**config.mk**
```make
export PLATFORM = sky130hd
export DESIGN_NAME = grid_map_buffer
export DESIGN_NICKNAME = d
export VERILOG_FILES = /design/src/rtl/grid_map_buffer_pkg.sv /design/src/rtl/cdc_bus_sync.sv /design/src/rtl/grid_map_buffer.sv
export SDC_FILE = /design/constraint.sdc
export NUM_CORES = 1
export LEC_CHECK = 0
export ABC_CLOCK_PERIOD_IN_PS = 7370
export CAP_MARGIN = 25
export CORE_MARGIN = 2
export CORE_UTILIZATION = 40
export CTS_CLUSTER_SIZE = 8
export DETAILED_ROUTE_END_ITERATION = 16
export MAX_ROUTING_LAYER = met4
export PLACE_DENSITY = 0.55
export SETUP_SLACK_MARGIN = 0.15
export SKIP_LAST_GASP = 1
export SYNTH_ARGS = -nofsm -noshare
export SYNTH_HDL_FRONTEND = slang
export SYNTH_SLANG_ARGS = --single-unit
```
**constraint.sdc**
```tcl
create_clock -name clk -period 7.37 [get_ports clk]
set_input_delay 0.737 -clock clk [delete_from_list [all_inputs] [get_ports clk]]
set_output_delay 0.737 -clock clk [all_outputs]
set_load 0.02 [all_outputs]
```
**src/rtl/grid_map_buffer_pkg.sv**
```systemverilog
// Shared encodings for the maze grid buffer: cell states, RGB332 colours and FSM states.
package grid_map_buffer_pkg;

    typedef enum logic [1:0] {
        CELL_UNEXPLORED = 2'd0,
        CELL_VISITED    = 2'd1,
        CELL_WALL       = 2'd2,
        CELL_ROBOT      = 2'd3
    } cell_e;

    typedef enum logic [0:0] {
        ST_CLEAR = 1'b0,
        ST_RUN   = 1'b1
    } state_e;

    localparam logic [7:0] COLOR_BLANK      = 8'h00;
    localparam logic [7:0] COLOR_UNEXPLORED = 8'h00;
    localparam logic [7:0] COLOR_VISITED    = 8'hE0;
    localparam logic [7:0] COLOR_WALL       = 8'h03;
    localparam logic [7:0] COLOR_ROBOT      = 8'h1C;
    localparam logic [7:0] COLOR_OUTSIDE    = 8'h92;

    function automatic logic [7:0] cell_color(input cell_e c);
        case (c)
            CELL_UNEXPLORED: return COLOR_UNEXPLORED;
            CELL_VISITED:    return COLOR_VISITED;
            CELL_WALL:       return COLOR_WALL;
            default:         return COLOR_ROBOT;
        endcase
    endfunction

endpackage

```
**src/rtl/cdc_bus_sync.sv**
```systemverilog
// Two-flop synchroniser for a slow-changing bus plus a third stage used to flag a settled sample.
module cdc_bus_sync #(
    parameter int unsigned WIDTH = 8
) (
    input  logic             clk,
    input  logic             reset,
    input  logic [WIDTH-1:0] d_async,
    output logic [WIDTH-1:0] q,
    output logic             stable
);

    logic [WIDTH-1:0] stage1_q, stage2_q, stage3_q;

    always_ff @(posedge clk) begin
        if (reset) begin
            stage1_q <= '0;
            stage2_q <= '0;
            stage3_q <= '0;
        end else begin
            stage1_q <= d_async;
            stage2_q <= stage1_q;
            stage3_q <= stage2_q;
        end
    end

    // Bits may resolve on different cycles; only trust a value seen twice in a row.
    assign q      = stage2_q;
    assign stable = (stage2_q == stage3_q);

endmodule

```
**src/rtl/grid_map_buffer.sv**
```systemverilog
// Maze cell map: captures asynchronous cell writes, clears itself after reset and serves
// RGB332 pixel colours to the VGA scan-out with two cycles of latency.
module grid_map_buffer
    import grid_map_buffer_pkg::*;
#(
    parameter int unsigned GRID_W     = 11,
    parameter int unsigned GRID_H     = 11,
    parameter int unsigned CELL_SHIFT = 5,
    parameter logic [9:0]  X0         = 10'd0,
    parameter logic [9:0]  Y0         = 10'd0
) (
    input  logic       clk,
    input  logic       reset,
    input  logic [3:0] wr_x,
    input  logic [3:0] wr_y,
    input  logic [1:0] wr_value,
    input  logic       wr_en,
    input  logic [9:0] pix_x,
    input  logic [9:0] pix_y,
    input  logic       pix_valid,
    output logic [7:0] color,
    output logic       busy,
    output logic [7:0] wr_count,
    output logic       wr_drop
);

    localparam int unsigned NCELLS = GRID_W * GRID_H;
    localparam int unsigned IDX_W  = (NCELLS > 1) ? $clog2(NCELLS) : 1;

    state_e           state_q, state_d;
    logic [IDX_W-1:0] clr_idx_q;
    cell_e            cells_q [NCELLS];

    logic [10:0] sync_bus;
    logic        sync_stable;
    logic        s_en;
    logic [9:0]  s_trip;
    logic        trigger;
    logic        last_en_q;
    logic [9:0]  last_trip_q;
    logic        pend_valid_q;
    logic [9:0]  pend_trip_q;

    logic             commit;
    logic [9:0]       c_trip;
    logic             in_range;
    logic [IDX_W-1:0] wr_idx;

    cdc_bus_sync #(
        .WIDTH (11)
    ) u_sync (
        .clk     (clk),
        .reset   (reset),
        .d_async ({wr_en, wr_x, wr_y, wr_value}),
        .q       (sync_bus),
        .stable  (sync_stable)
    );

    assign s_en   = sync_bus[10];
    assign s_trip = sync_bus[9:0];
    assign busy   = (state_q == ST_CLEAR);

    // last_trip_q records triggered triples even when dropped, so a held bad write pulses once.
    assign trigger = sync_stable && s_en && (!last_en_q || (s_trip != last_trip_q));

    always_comb begin
        state_d = state_q;
        case (state_q)
            ST_CLEAR: if (clr_idx_q == IDX_W'(NCELLS - 1)) state_d = ST_RUN;
            ST_RUN:   state_d = ST_RUN;
            default:  state_d = ST_CLEAR;
        endcase
    end

    // A live trigger is newer than anything parked during the clear sweep.
    always_comb begin
        commit = 1'b0;
        c_trip = s_trip;
        if (state_q == ST_RUN) begin
            if (trigger) begin
                commit = 1'b1;
            end else if (pend_valid_q) begin
                commit = 1'b1;
                c_trip = pend_trip_q;
            end
        end
        in_range = (32'(c_trip[9:6]) < GRID_W) && (32'(c_trip[5:2]) < GRID_H);
        wr_idx   = IDX_W'(8'(c_trip[5:2]) * 8'(GRID_W) + 8'(c_trip[9:6]));
    end

    always_ff @(posedge clk) begin
        if (reset) begin
            state_q      <= ST_CLEAR;
            clr_idx_q    <= '0;
            last_en_q    <= 1'b0;
            last_trip_q  <= '0;
            pend_valid_q <= 1'b0;
            pend_trip_q  <= '0;
            wr_count     <= 8'd0;
            wr_drop      <= 1'b0;
        end else begin
            state_q <= state_d;
            wr_drop <= 1'b0;
            if (sync_stable) last_en_q <= s_en;
            if (trigger) last_trip_q <= s_trip;
            if (state_q == ST_CLEAR) begin
                clr_idx_q <= clr_idx_q + IDX_W'(1);
                if (trigger) begin
                    pend_valid_q <= 1'b1;
                    pend_trip_q  <= s_trip;
                end
            end else begin
                pend_valid_q <= 1'b0;
                if (commit) begin
                    if (in_range) begin
                        if (wr_count != 8'hFF) wr_count <= wr_count + 8'd1;
                    end else begin
                        wr_drop <= 1'b1;
                    end
                end
            end
        end
    end

    always_ff @(posedge clk) begin
        if (!reset) begin
            if (state_q == ST_CLEAR) begin
                cells_q[clr_idx_q] <= CELL_UNEXPLORED;
            end else if (commit && in_range) begin
                cells_q[wr_idx] <= cell_e'(c_trip[1:0]);
            end
        end
    end

    // Read pipeline: stage 1 maps pixel to cell, stage 2 looks the cell up (old data on collision).
    logic [9:0]       rx, ry, cx, cy;
    logic             pix_inside;
    logic [IDX_W-1:0] pix_idx;
    logic             s1_valid_q, s1_inside_q;
    logic [IDX_W-1:0] s1_idx_q;

    always_comb begin
        rx         = pix_x - X0;
        ry         = pix_y - Y0;
        cx         = rx >> CELL_SHIFT;
        cy         = ry >> CELL_SHIFT;
        pix_inside = pix_valid && (pix_x >= X0) && (pix_y >= Y0)
                     && (32'(cx) < GRID_W) && (32'(cy) < GRID_H);
        pix_idx    = IDX_W'(8'(cy) * 8'(GRID_W) + 8'(cx));
    end

    always_ff @(posedge clk) begin
        if (reset) begin
            s1_valid_q  <= 1'b0;
            s1_inside_q <= 1'b0;
            s1_idx_q    <= '0;
            color       <= COLOR_BLANK;
        end else begin
            s1_valid_q  <= pix_valid;
            s1_inside_q <= pix_inside;
            s1_idx_q    <= pix_idx;
            if (busy || !s1_valid_q) begin
                color <= COLOR_BLANK;
            end else if (!s1_inside_q) begin
                color <= COLOR_OUTSIDE;
            end else begin
                color <= cell_color(cells_q[s1_idx_q]);
            end
        end
    end

endmodule

```
---- Word-level counts from Yosys, hierarchy flattened ----
Memories as Yosys holds them, arrays and structs flattened. A register that Yosys moved wholly into a read port is not among the register bits.
Cells that the tools add are included.
storage, ports and cells
  register bits ........................... 82
  bits in writable memories ............... 242
  bits of input ports ..................... 34
  output and inout port bits .............. 18
  logic and storage cells ................. 79
  memories kept ........................... 1
memories
  memory   words  width  rd ports  clocked after Yosys merged registers in  wr ports  line                   source
  cells_q  121    2      1         1                                        1         grid_map_buffer.sv:32  cell_e cells_q [NCELLS];
cells by class
  add/sub/neg operators ................... 4
  $mul .................................... 2
  magnitude comparators ................... 6
  equality and inequality tests ........... 6
  multiplexer cells ....................... 22
  bitwise operators ....................... 3
  reductions and logical operators ........ 20
operator list
  cell                                                                number
  two-way mux 10 bit                                                  3
  case mux 8 bit (3 select lines)                                     1
  greater-or-equal comparator 10 x 1 -> 1 bit, second input constant  2
  two-way mux 7 bit                                                   2
  two-way mux 1 bit                                                   13
  == test 11 bit                                                      1
  < comparator 5 x 4 -> 1 bit, second input constant                  2
  != test 10 bit                                                      1
  adder 8 x 1 -> 8 bit, second input constant                         1
  logical AND 1 bit                                                   8
  < comparator 4 bit, second input constant                           2
  two-way mux 8 bit                                                   1
  != test 8 bit, second input constant                                1
  adder 7 x 1 -> 7 bit, second input constant                         1
  adder 7 x 4 -> 7 bit                                                1
  adder 7 x 5 -> 7 bit                                                1
  == test 7 bit, second input constant                                1
  multiplier 4 x 4 -> 7 bit, second input constant                    1
  multiplier 5 x 4 -> 7 bit, second input constant                    1
  OR reduction 2 bit                                                  3
  OR reduction 3 bit                                                  2
  AND reduction 4 bit                                                 1
  NOT 1 bit                                                           3
  == test 2 x 1 -> 1 bit, second input constant                       1
  7 further kinds                                                     9

---- Longest topological paths before layout ----
  depth after elaboration ................. 14
  gate-level depth with buffers ........... 19

---- Cells and area by module ----
From an unflattened synthesis, not the netlist that was laid out.
unflattened totals
  cell total of the unflattened synthesis .. 1071
  area, all modules ....................... 14624.0 um^2
modules (own cells, without submodules)
  module           times used  cells an instance  area each (um^2)  seq. area each (um^2)
  grid_map_buffer  1           987                13618.1           8348.0
  cdc_bus_sync     1           84                 1006.0            660.6

---- Worst setup path after synthesis ----
No wires, ideal clock.
  path kind ............................... register to register
  start point ............................. register u_sync.stage2_q[5], in the netlist u_sync.q[5]
  end point ............................... memory cells_q[0][0] (netlist bit), data pin
  setup time .............................. 763 ps
  arrival ................................. 6292 ps
  data required time ...................... 6607 ps
  slack ................................... 315 ps
  stages on the path, launching flop included .. 15
  buffers on the path ..................... 2
  clock period less this slack ............ 7055 ps
  cell sequence ........................... dfxtp_1 > buf_2 > xor2_1 > nor4_2 > nand4_2 > o211ai_4 > mux2_2 > ha_1 > o21a_1 > a21oi_1 > nand2_1 > mux2i_1 > clkbuf_1 > nand2_1 > nor2_1
between the ends
  word-level cells in the longest chain between the ends .. 14
ends and longest elaborated chain
  element                                                line                                       source
  from (decl)                                            cdc_bus_sync.sv:12                         logic [WIDTH-1:0] stage1_q, stage2_q, stage3_q;
  from (signal assigned)                                 cdc_bus_sync.sv:21                         stage2_q <= stage1_q;
  == test 11 bit or != test 10 bit (tied branches)       cdc_bus_sync.sv:28, grid_map_buffer.sv:64
  logical AND 1 bit or logical OR 1 bit (tied branches)  grid_map_buffer.sv:64                      assign trigger = sync_stable && s_en && (!last_en_q || (s_trip != last_trip_q));
  logical AND 1 bit                                      grid_map_buffer.sv:64
  two-way mux 10 bit                                     grid_map_buffer.sv:80                      if (trigger) begin
  two-way mux 10 bit                                     grid_map_buffer.sv:79                      if (state_q == ST_RUN) begin
  < comparator 4 bit                                     grid_map_buffer.sv:87                      in_range = (32'(c_trip[9:6]) < GRID_W) && (32'(c_trip[5:2]) < GRID_H);
  logical AND 1 bit                                      grid_map_buffer.sv:87
  logical AND 1 bit                                      grid_map_buffer.sv:129                     end else if (commit && in_range) begin
  two-way mux 1 bit                                      grid_map_buffer.sv:129
  two-way mux 1 bit                                      grid_map_buffer.sv:127                     if (state_q == ST_CLEAR) begin
  two-way mux 1 bit                                      grid_map_buffer.sv:126                     if (!reset) begin
  two-way mux 1 bit (not written as such)                grid_map_buffer.sv:130                     cells_q[wr_idx] <= cell_e'(c_trip[1:0]);
  OR reduction 2 bit (no line)                           --
  two-way mux 2 bit (no line) (*)                        --
  to (decl)                                              grid_map_buffer.sv:32
Every way passes the cells marked *; elsewhere a longest branch is shown, timed or not.

---- Worst setup path in the final report ----
  start point ............................. register u_sync.stage2_q[5], in the netlist u_sync.q[5]
  end point ............................... memory cells_q[31][1] (netlist bit) (enable)
between the ends
  word-level cells in the longest chain between the ends .. 14
ends and longest elaborated chain
  element
  parallel branches: the longest is 14 deep, another holds multiplier 4 x 4 -> 7 bit
Parallel ways; which one is timed is not known.

==> flow_summary.html <==
<table>
<tr><th>Metric</th><th>Value</th></tr>
<tr><th colspan="2">Run status</th></tr>
<tr><td>Run status</td><td>finished, final reports clean</td></tr>
<tr><th colspan="2">Clock network</th></tr>
<tr><td>Maximum root-to-sink buffer count</td><td>3</td></tr>
<tr><td>Total number of H-tree levels</td><td>2</td></tr>
<tr><td>Clk root buf</td><td>clkbuf_16</td></tr>
<tr><td>Gates resized, CTS repair</td><td>0</td></tr>
<tr><td>Source-to-sink clock delay at the later pin of the worst-skew pair</td><td>570 ps</td></tr>
<tr><td>Count of clock tree sinks</td><td>329</td></tr>
<tr><td>Number of buffers added by the clock tree synthesis step</td><td>47</td></tr>
<tr><td>Number of hold buffers added after CTS</td><td>0</td></tr>
<tr><td>Post-CTS clock slew at the launch and capture registers of the worst setup and hold paths</td><td>50 ps</td></tr>
<tr><td>CTS tree</td><td>built</td></tr>
<tr><td>Post-CTS setup-driven buffer insertion count</td><td>0</td></tr>
<tr><th colspan="2">Route</th></tr>
<tr><td>Count of antenna-violating nets left after detailed routing</td><td>0</td></tr>
<tr><td>Total wirelength of the detailed-routed design</td><td>34.9 mm</td></tr>
<tr><td>Wire per inst</td><td>21.1 µm</td></tr>
<tr><td>Remaining design rule violation count</td><td>0</td></tr>
<tr><td>First-pass detailed-route iteration total</td><td>5</td></tr>
<tr><td>Vias per Instance</td><td>5.59</td></tr>
<tr><td>DR vias</td><td>9233</td></tr>
<tr><td>Number of design-rule violations left by the first detailed-router iteration</td><td>770</td></tr>
<tr><th colspan="2">Worst setup path</th></tr>
<tr><td>Critical path endpoint category</td><td>register</td></tr>
<tr><td>CP Cell Sequence</td><td>xor2_1 -&gt; nor4_2 -&gt; nand4_2 -&gt; o211ai_4 -&gt; mux2_2 -&gt; ha_1 -&gt; ha_1 -&gt; fa_1 -&gt; ha_1 -&gt; nor2_1 -&gt; nor2_1 -&gt; a21o_1 -&gt; a21oi_1 -&gt; xnor2_1 -&gt; xor2_2 -&gt; nand2_1 -&gt; o32ai_1</td></tr>
<tr><td>Largest fanout of any net on the critical path</td><td>16</td></tr>
<tr><td>CP peak stage delay</td><td>570 ps</td></tr>
<tr><td>Kind of start point of the critical path</td><td>register</td></tr>
<tr><td>Top cell by count, worst path</td><td>ha_1</td></tr>
<tr><td>Data required time at the worst endpoint</td><td>7580 ps</td></tr>
<tr><td>CP Data Arrival Time</td><td>6810 ps</td></tr>
<tr><td>Master of the slowest instance on the critical path</td><td>o32ai_1</td></tr>
<tr><td>Class of the most critical setup path</td><td>reg -&gt; reg</td></tr>
<tr><th colspan="2">Timing</th></tr>
<tr><td>Setup TNS after final layout</td><td>0 ps</td></tr>
<tr><td>Maximum clock frequency</td><td>0.152 GHz</td></tr>
<tr><td>Slew of the pin with the lowest slew margin</td><td>1020 ps</td></tr>
<tr><td>Number of hold violations in the final report</td><td>0</td></tr>
<tr><td>Final setup violation count</td><td>0</td></tr>
<tr><td>Ratio of final minimum period to clock period</td><td>0.894</td></tr>
<tr><td>Unrepaired setup endpoints after global routing</td><td>no</td></tr>
<tr><td>Worst path setup slack after routing</td><td>779 ps</td></tr>
<tr><td>Pins over their slew limit</td><td>0</td></tr>
<tr><td>Relative max-transition margin</td><td>0.320</td></tr>
<tr><td>Final critical-path required period</td><td>6590 ps</td></tr>
<tr><td>Clock skew</td><td>23.4 ps</td></tr>
<tr><th colspan="2">Power</th></tr>
<tr><td>VDD IR-drop max</td><td>0.000183 V</td></tr>
<tr><td>Static power due to leakage</td><td>6.29 nW</td></tr>
<tr><td>Overall power consumption</td><td>4.40 mW</td></tr>
<tr><td>PwrDens</td><td>256 nW/µm²</td></tr>
<tr><th colspan="2">Floorplan</th></tr>
<tr><td>Floorplan die area</td><td>39000 µm²</td></tr>
<tr><td>Row cnt</td><td>70</td></tr>
<tr><td>X dimension of the die</td><td>197 µm</td></tr>
<tr><td>Placeable Area</td><td>36700 µm²</td></tr>
<tr><td>Die height</td><td>197 µm</td></tr>
<tr><td>I/O Pins</td><td>52</td></tr>
<tr><td>Initial core utilization</td><td>0.408</td></tr>
<tr><th colspan="2">Placement</th></tr>
<tr><td>Post-placement cell area</td><td>15900 µm²</td></tr>
<tr><td>Count of port buffers added during placement</td><td>41</td></tr>
<tr><td>Pre-CTS setup slack</td><td>816 ps</td></tr>
<tr><td>Post-detail-place hpwl</td><td>22.9 mm</td></tr>
<tr><td>Placer Congestion</td><td>0.823</td></tr>
<tr><th colspan="2">Min path</th></tr>
<tr><td>Min-Delay Path Class</td><td>reg -&gt; reg</td></tr>
<tr><th colspan="2">Global route</th></tr>
<tr><td>Vias in the first global route</td><td>9228</td></tr>
<tr><td>Maximum number of pins on one net before global-route repair</td><td>83</td></tr>
<tr><td>Overall routing resource usage</td><td>0.190</td></tr>
<tr><td>Total overflow reported by the global router</td><td>0</td></tr>
<tr><td>Number of antenna violations at the first check in global routing</td><td>0</td></tr>
<tr><td>First-pass GRT wire length</td><td>54.0 mm</td></tr>
<tr><th colspan="2">Layout</th></tr>
<tr><td>Number of nets at the end of the flow</td><td>1244</td></tr>
<tr><td>Layout cell share with drive strength beyond 1</td><td>0.140</td></tr>
<tr><td>Area growth from synthesis to layout</td><td>14.8%</td></tr>
<tr><td>Layout Cell Area excl Fill</td><td>17200 µm²</td></tr>
<tr><td>Antenna diode count</td><td>0</td></tr>
<tr><th colspan="2">Synth</th></tr>
<tr><td>Combined area of all synthesized cells</td><td>15000 µm²</td></tr>
<tr><td>Synthesized instance count</td><td>1121</td></tr>
<tr><td>Net Count, Synth</td><td>1198</td></tr>
<tr><td>Post-synthesis register bit count</td><td>329</td></tr>
<tr><td>Part of the Yosys area used for sequential elements</td><td>0.602</td></tr>
<tr><td>Most common cell in the synthesized netlist</td><td>edfxtp_1</td></tr>
<tr><td>Leading post-synthesis cells by cell area</td><td>edfxtp_1 (49%), dfxtp_1 (12%), mux4_2 (8.0%), nor2_1 (3.0%), ha_1 (2.9%)</td></tr>
<tr><td>Portion of synthesized cell area occupied by the leading cell type</td><td>0.485</td></tr>
<tr><td>Yosys warning total</td><td>0</td></tr>
<tr><td>Top post-synthesis cells by count</td><td>edfxtp_1 (242), nor2_1 (121), dfxtp_1 (87), nand2_1 (67), o22ai_1 (61)</td></tr>
<tr><td>Cell accounting for the most synthesized area</td><td>edfxtp_1</td></tr>
<tr><td>Avg Synthesized Cell Area</td><td>13.4 µm²</td></tr>
<tr><td>Async SR Flop Fraction</td><td>0</td></tr>
<tr><td>EDFF count, synth</td><td>242</td></tr>
<tr><td>Count of cell types in the netlist</td><td>69</td></tr>
<tr><td>Most common flop cell mapped by yosys</td><td>edfxtp_1</td></tr>
<tr><th colspan="2">Job</th></tr>
<tr><td>Count of maximum capacitance violations</td><td>0</td></tr>
</table>
==> layer usage <==
metal / track usage / up-vias / wire length, µm / part of all wire
li1: - / 4308 / - / -
met5: - / - / 0 / 0
met2: 0.288 / 310 / 15900 / 0.46
met4: 0.0535 / 0 / 784 / 0.022
met3: 0.0406 / 51 / 2330 / 0.067
met1: 0.259 / 4564 / 15900 / 0.46
==> registers in the layout (all words and copies together) (netlist names), named ones only <==
| name | cells |
|---|---|
| u_sync.stage1_q | 11 |
| cells_q | 242 |
| u_sync.q | 11 |
| color | 6 |
| pend_valid_q | 1 |
| s1_valid_q | 1 |
| wr_count | 8 |
| clr_idx_q | 7 |
| s1_inside_q | 1 |
| last_en_q | 1 |
| u_sync.stage3_q | 11 |
| wr_drop | 1 |
| last_trip_q | 10 |
| pend_trip_q | 10 |
| state_q | 1 |
==> worst paths after layout <==
path,from,to,slack (ps),cells past startpoint
min reg2reg,u_sync.stage1_q[3]$_SDFF_PP0_,u_sync.q[3]$_SDFF_PP0_,430,1
max,u_sync.q[5]$_SDFF_PP0_,cells_q[31][1]$_DFFE_PP_,780,17
min,u_sync.stage1_q[3]$_SDFF_PP0_,u_sync.q[3]$_SDFF_PP0_,430,1
max reg2reg,u_sync.q[5]$_SDFF_PP0_,cells_q[31][1]$_DFFE_PP_,780,17
==> kinds of logic (layout without fill, tap and decap cells) <==
logic type | count (synthesis) | in the layout | synth area share
fa+ha+maj | 43 | 43 | 0.0399
mux | 108 | 108 | 0.118
flops | 329 | 329 | 0.602
buf+inv | 100 | 164 | 0.0271
simple gates | 318 | 318 | 0.104
compound gates | 176 | 176 | 0.0797
xor+xnor | 47 | 47 | 0.0292
==> power by group <==
part / internal (mW) / switching (mW) / total, mW
clock network: 1.16 / 0.768 / 1.92
registers: 1.99 / 0.0500 / 2.04
logic: 0.166 / 0.272 / 0.438
total: 3.31 / 1.09 / 4.40
==> area by class of cell <==
type | instances | area (µm²)
Timing Repair Buffer | 61 | 576
Inverter | 36 | 135
Fill cell | 3248 | 19500
Sequential cell | 329 | 9020
Tap cell | 468 | 586
Clock buffer | 63 | 1240
Clock inverter | 4 | 60.1
Multi-Input combinational cell | 692 | 5580
==> critical path: cells and delay by family, from the launching register on <==
kind / cells / cell delay (ps)
mux: 1 / 430
xor+xnor: 3 / 1040
simple gates: 5 / 1490
fa+ha+maj: 4 / 1470
flops: 1 / 530
compound gates: 4 / 1280
==> placed cells by master (no fill, tap or decap), drive strengths merged, types with 40 or more instances in the layout <==
cell	instances
mux4	53
nand2	69
mux2i	43
edfxtp	242
nor2b	45
nor2	122
dfxtp	87
clkbuf	63
clkdlybuf4s50	40
o22ai	61
==> metrics by stage <==
step	util	std cells	hold WS [ps]
after global routing	0.468	1653	455
after floorplan	-	1121	414
after global placement	0.432	1582	421
final	0.468	1653	434
after CTS	0.468	1652	436
after detailed placement	0.433	1585	425
Note: power is estimated with default switching activity, not from simulation.
